`config.mk`:
```
export PLATFORM = sky130hd
export DESIGN_NAME = addsub_pipe_stage_flat
export DESIGN_NICKNAME = d
export VERILOG_FILES = /design/src/rtl/addsub_pipe_stage_if.sv /design/src/rtl/addsub_pipe_stage.sv /design/src/flat_wrapper.sv
export SDC_FILE = /design/constraint.sdc
export NUM_CORES = 1
export LEC_CHECK = 0
export CAP_MARGIN = 20
export CORE_UTILIZATION = 48
export CTS_BUF_LIST = sky130_fd_sc_hd__clkbuf_16
export CTS_CLUSTER_SIZE = 25
export DETAILED_ROUTE_END_ITERATION = 8
export PLACE_DENSITY = 0.78
export REMOVE_ABC_BUFFERS = 1
export SLEW_MARGIN = 20
export SYNTH_ARGS = -nofsm -noshare
export SYNTH_HDL_FRONTEND = slang
export SYNTH_SLANG_ARGS = --single-unit
```
`constraint.sdc`:
```
create_clock -name clk -period 3.9 [get_ports clk]
set_input_delay 0.975 -clock clk [delete_from_list [all_inputs] [get_ports clk]]
set_output_delay 0.975 -clock clk [all_outputs]
set_load 0.02 [all_outputs]
```
`src/rtl/addsub_pipe_stage_if.sv`:
```
// Request/result handshake bundle for the add/sub pipeline stage.
// master = ALU issue/writeback side, slave = the pipeline itself.
interface addsub_pipe_stage_if #(
  parameter int WIDTH = 32
);
  logic             in_valid;
  logic             in_ready;
  logic [1:0]       in_op;
  logic [WIDTH-1:0] in_a;
  logic [WIDTH-1:0] in_b;
  logic             out_valid;
  logic             out_ready;
  logic [WIDTH-1:0] out_result;
  logic             out_overflow;
  logic             out_zero;
  logic             out_exception;

  modport master (
    output in_valid, in_op, in_a, in_b, out_ready,
    input  in_ready, out_valid, out_result, out_overflow, out_zero, out_exception
  );

  modport slave (
    input  in_valid, in_op, in_a, in_b, out_ready,
    output in_ready, out_valid, out_result, out_overflow, out_zero, out_exception
  );
endinterface

```
`src/rtl/addsub_pipe_stage.sv`:
```
// Two-stage valid/ready add/sub/cmp pipeline; accept -> out_valid takes 2 edges, 1 op/cycle.
// Stalls in place when both stages are full and out_ready=0; in_ready is combinational.
module addsub_pipe_stage #(
  parameter int WIDTH = 32,
  parameter int CNT_W = 8
) (
  input  logic             clk,
  input  logic             rst,
  addsub_pipe_stage_if.slave bus,
  output logic [CNT_W-1:0] ovf_count
);

  typedef enum logic [1:0] {
    OP_ADD = 2'b00,
    OP_SUB = 2'b01,
    OP_CMP = 2'b10,
    OP_ILL = 2'b11
  } op_e;

  typedef struct packed {
    logic [WIDTH-1:0] result;
    logic             overflow;
    logic             zero;
    logic             exception;
  } res_t;

  logic             s1_valid;
  op_e              s1_op;
  logic [WIDTH-1:0] s1_a;
  logic [WIDTH-1:0] s1_b;
  logic             s2_valid;
  res_t             s2_res;
  res_t             res_d;

  logic s2_free, s1_adv, in_ready_int, in_fire, out_fire;

  assign s2_free      = !s2_valid || bus.out_ready;
  assign s1_adv       = s1_valid && s2_free;
  assign in_ready_int = !s1_valid || s2_free;
  assign in_fire      = bus.in_valid && in_ready_int;
  assign out_fire     = s2_valid && bus.out_ready;

  // Adder interface: subtraction is a + ~b + 1 via the carry-in.
  logic [WIDTH-1:0] i_1, i_2, raw;
  logic             invert_i_2, add_ovf;
  logic             sign_a, sign_b, sign_r;

  assign i_1        = s1_a;
  assign i_2        = s1_b;
  assign invert_i_2 = (s1_op != OP_ADD);
  assign raw        = i_1 + (invert_i_2 ? ~i_2 : i_2) + {{(WIDTH-1){1'b0}}, invert_i_2};
  assign sign_a     = i_1[WIDTH-1];
  assign sign_b     = i_2[WIDTH-1];
  assign sign_r     = raw[WIDTH-1];
  assign add_ovf    = (invert_i_2 ? (sign_a != sign_b) : (sign_a == sign_b)) && (sign_r != sign_a);

  always_comb begin
    res_d = '0;
    unique case (s1_op)
      OP_ADD, OP_SUB: begin
        res_d.result   = raw;
        res_d.overflow = add_ovf;
        res_d.zero     = (raw == '0);
      end
      OP_CMP: begin
        res_d.overflow = add_ovf;
        res_d.zero     = (raw == '0);
      end
      default: res_d.exception = 1'b1;
    endcase
  end

  always_ff @(posedge clk) begin
    if (rst) begin
      s1_valid  <= 1'b0;
      s1_op     <= OP_ADD;
      s1_a      <= '0;
      s1_b      <= '0;
      s2_valid  <= 1'b0;
      s2_res    <= '0;
      ovf_count <= '0;
    end else begin
      if (in_ready_int) s1_valid <= bus.in_valid;
      if (in_fire) begin
        s1_op <= op_e'(bus.in_op);
        s1_a  <= bus.in_a;
        s1_b  <= bus.in_b;
      end
      if (s2_free) s2_valid <= s1_valid;
      if (s1_adv)  s2_res   <= res_d;
      // Saturate rather than wrap so software can tell "many" from "few".
      if (out_fire && s2_res.overflow && (ovf_count != {CNT_W{1'b1}}))
        ovf_count <= ovf_count + {{(CNT_W-1){1'b0}}, 1'b1};
    end
  end

  assign bus.in_ready      = in_ready_int;
  assign bus.out_valid     = s2_valid;
  assign bus.out_result    = s2_res.result;
  assign bus.out_overflow  = s2_res.overflow;
  assign bus.out_zero      = s2_res.zero;
  assign bus.out_exception = s2_res.exception;

endmodule

```
`src/flat_wrapper.sv`:
```
// flat-port wrapper written by rule: the top's interface ports become plain ports
module addsub_pipe_stage_flat 
#(
  parameter int WIDTH = 32,
  parameter int CNT_W = 8
)
  (clk, rst, ovf_count, bus_in_valid, bus_in_op, bus_in_a, bus_in_b, bus_out_ready, bus_in_ready, bus_out_valid, bus_out_result, bus_out_overflow, bus_out_zero, bus_out_exception);
  addsub_pipe_stage_if #(.WIDTH(WIDTH)) bus_i ();
  input  logic clk;
  input  logic rst;
  output logic [CNT_W-1:0] ovf_count;
  input wire logic [$bits(bus_i.in_valid)-1:0] bus_in_valid;
  input wire logic [$bits(bus_i.in_op)-1:0] bus_in_op;
  input wire logic [$bits(bus_i.in_a)-1:0] bus_in_a;
  input wire logic [$bits(bus_i.in_b)-1:0] bus_in_b;
  input wire logic [$bits(bus_i.out_ready)-1:0] bus_out_ready;
  output wire logic [$bits(bus_i.in_ready)-1:0] bus_in_ready;
  output wire logic [$bits(bus_i.out_valid)-1:0] bus_out_valid;
  output wire logic [$bits(bus_i.out_result)-1:0] bus_out_result;
  output wire logic [$bits(bus_i.out_overflow)-1:0] bus_out_overflow;
  output wire logic [$bits(bus_i.out_zero)-1:0] bus_out_zero;
  output wire logic [$bits(bus_i.out_exception)-1:0] bus_out_exception;
  assign bus_i.in_valid = bus_in_valid;
  assign bus_i.in_op = bus_in_op;
  assign bus_i.in_a = bus_in_a;
  assign bus_i.in_b = bus_in_b;
  assign bus_i.out_ready = bus_out_ready;
  assign bus_in_ready = bus_i.in_ready;
  assign bus_out_valid = bus_i.out_valid;
  assign bus_out_result = bus_i.out_result;
  assign bus_out_overflow = bus_i.out_overflow;
  assign bus_out_zero = bus_i.out_zero;
  assign bus_out_exception = bus_i.out_exception;
  addsub_pipe_stage #(.WIDTH(WIDTH), .CNT_W(CNT_W)) u_core (.clk(clk), .rst(rst), .bus(bus_i), .ovf_count(ovf_count));
endmodule
```
==> metrics.txt <==
status finished, final reports clean; Main synth FF type dfxtp_1; Ant. Diodes 0; Hold Vio Cnt, Final 0; Crit path buffers/inverters 0; power density over the cells 413 nW/um2; Post-CTS Resized 0; Clock Path Buffers 2; largest net degree at the start of global routing 61; DRC Markers 0; TritonCTS Sinks 111; Netlist cell types 56; crit path from u_core.s1_op[0]; Num CTS Buffers 9; # rows 40; Setup TNS 0 ns; final setup vio count 0; CTS tree built; core area 12200 um2; Worst Path Max Fanout 6; sequential share of the synthesized area 36.8%; number of vias per cell 5.43; initial antenna violation count 0; CP max-delay cell or3_4; Yosys reg bits 111; RSZ-0062 raised after global routing no; drt first-iter violations 433; Synth top cells by count nand2_1 (173), a21oi_1 (114), dfxtp_1 (111), nor2_1 (70), xnor2_1 (52); die width 114 um; max_cap viols 0; TritonRoute pass-1 iters 6; CP top delay family compound AO/OA/AOI/OAI gates; WP depth 13; Post-Syn Instances 780; Tmin final 3.57 ns; Required @ worst endpoint 4.20 ns; die span in y 114 um; Initial Utilization 49.7%; Static Leakage 2.95 nW; mean area per synthesized cell 7.74 um2; Synth area leaders dfxtp_1 (37%), nand2_1 (11%), a21oi_1 (9.4%); worst hold path type register to register; WL final 15.1 mm; Root Buffer clkbuf_16; worst hold slack 0.460 ns; Worst path max stage delay 0.41 ns; setup repair bufs after CTS 0; Worst Setup EP u_core.bus.out_zero; Worst-Skew Late Latency 0.36 ns; Final Util 63.6%; Reg2Reg Capture Point u_core.bus.out_zero; worst slew pin tran 0.911 ns; wire per inst 14.4 um; critical path, cell by cell or3_4 > and2_1 > fa_1 > a211oi_1 > o21ai_1 > a31o_1 > a21o_1 > a21oi_1 > xnor2_1 > nor4_2 > o211ai_1 > nor4_1 > a41o_1; Synth async-reset ratio 0%; Yosys top cell area share 36.8%; Port Buffers 114; leading area contributor after synthesis dfxtp_1; io pins 115; total grt overflow 0; Max transition margin 39.0%; Synth Warn # 0; peak supply drop 0.285 mV; area delta synth->final 28.1%; Worst R2R Setup Slack 0.33 ns; Total GRT Usage 23.7%; top-count cell post-synth nand2_1; post-cts hold buffer count 0; post-place setup slack 0.313 ns; fillers 1113; NumNets Final 981; mapped cell area 6040 um2; Vias 5690; fraction of layout cells with a size suffix above 1 4.32%; # H-tree levels 3; CP endpoint kind register; Setup Crit Path Kind register to register; clk_skew 0.00829 ns; RePlAce Congestion 0.909; Tcrit/Tclk final 91.6%; pins over their slew limit 0; full die area 13000 um2; vias in the first global route 5178; R2R cell count 13; post-DP HPWL 11.1 mm; CP arrival 3.88 ns; Max Fclk 0.280 GHz; post-route ant nets 0; first-pass GRT wire length 24.8 mm; Setup crit start kind register; Clock Pin Slew Worst Setup and Hold Paths 0.07 ns; EDFF count, synth 0; Crit Reg-Reg Startpoint u_core.s1_op[0]; PnR worst setup slack 0.327 ns
-- stage by stage --
step / area (um2) / power [mW] / cells
2_1_floorplan: 5870 / 1.80 / 738
3_3_place_gp: 7350 / 2.08 / 1032
3_5_place_dp: 7350 / 2.09 / 1032
4_1_cts: 7710 / 3.19 / 1047
5_1_grt: 7730 / 3.34 / 1047
6_report: 7730 / 3.19 / 1047
-- worst reg2reg max path, stage by stage (launching register included) --
cell      delay [ns]
dfxtp_1         0.39
or3_4           0.41
and2_1          0.17
fa_1            0.41
a211oi_1        0.35
o21ai_1         0.17
a31o_1          0.27
a21o_1          0.19
a21oi_1         0.18
xnor2_1         0.12
nor4_2          0.27
o211ai_1        0.13
nor4_1          0.25
a41o_1          0.20
-- logic make-up (layout without fill, tap and decap cells) --
kind of cell	after synthesis	count (layout)	share of synthesized area, %
AND/OR/NAND/NOR	309	309	21.7
XOR/XNOR	66	66	9.57
multiplexers	3	3	0.497
AO/OA/AOI/OAI	208	208	20.8
adder cells (fa/ha/maj)	36	36	7.58
flip-flops	111	111	36.8
buffers and inverters	47	146	3.05
-- layout by cell type (no fill, tap or decap), types with 3 or more instances in the layout --
cell             netlist  layout
clkdlybuf4s50_1        0     113
xnor2_1               52      52
o31a_1                 4       4
a21oi_1              114     112
nor3_1                17      17
nand2_1              173     172
o211ai_1               6       6
clkbuf_16              0       9
a21o_1                 8       8
inv_1                  5       5
bufinv_16              0       4
xor2_1                14      14
nor2b_1                3       3
buf_4                  0       9
mux2i_1                3       3
a21oi_2                1       3
a31oi_1                3       3
nand4_1                5       5
nor4_1                 7       5
a211oi_1               3       3
dfxtp_1              111     111
ha_1                  35      35
or3_1                  4       4
o21ai_1               11      11
nand2b_1               5       5
a22oi_1               20      20
o21ai_0               15      15
nand3_1                9       9
and3_1                 4       4
nor3b_1                3       3
nor2_1                70      69
-- sequential cells by signal, summed over array words and instances, names as in the netlist --
signal / count
u_core.bus.out_exception: 1
u_core.bus.out_overflow: 1
u_core.bus.out_result: 32
u_core.bus.out_valid: 1
u_core.bus.out_zero: 1
u_core.i_1: 32
u_core.i_2: 32
u_core.ovf_count: 8
u_core.s1_op: 2
u_core.s1_valid: 1
-- where the power goes --
| group | total, mW | internal (mW) | switching, mW |
|---|---|---|---|
| Sequential | 1.24 | 1.20 | 0.0466 |
| Clock | 1.11 | 0.689 | 0.416 |
| Combinational | 0.843 | 0.369 | 0.474 |
| Total | 3.19 | 2.26 | 0.937 |
-- layer usage --
layer	vias up	wire [um]	track usage [%]
met3	19	817	5.19
met4	0	165	5.28
met5	-	0	0
met2	174	6920	38.5
met1	2613	7220	32.2
li1	2884	-	-
-- how the worst min path moves through the flow --
stage,from,end,slack (ns),cells past startpoint
5_1_grt,u_core.i_1[5],u_core.i_1[5],0.48,2
6_report,u_core.i_1[14],u_core.i_1[14],0.46,2
3_3_place_gp,u_core.bus.out_exception,u_core.bus.out_exception,0.45,2
4_1_cts,u_core.i_1[14],u_core.i_1[14],0.46,2
2_1_floorplan,u_core.i_1[10],u_core.i_1[10],0.43,2
3_5_place_dp,u_core.i_1[14],u_core.i_1[14],0.45,2
-- area by class of cell --
type	count	area (um2)	area share (%)
Inverter	5	18.8	0.243
Clock inverter	6	133	1.71
Timing Repair Buffer	126	1260	16.3
Multi-Input combinational cell	622	3660	47.4
Tap cell	168	210	2.72
Clock buffer	9	225	2.91
Sequential cell	111	2220	28.7
Power figures use the tool's default switching activity.
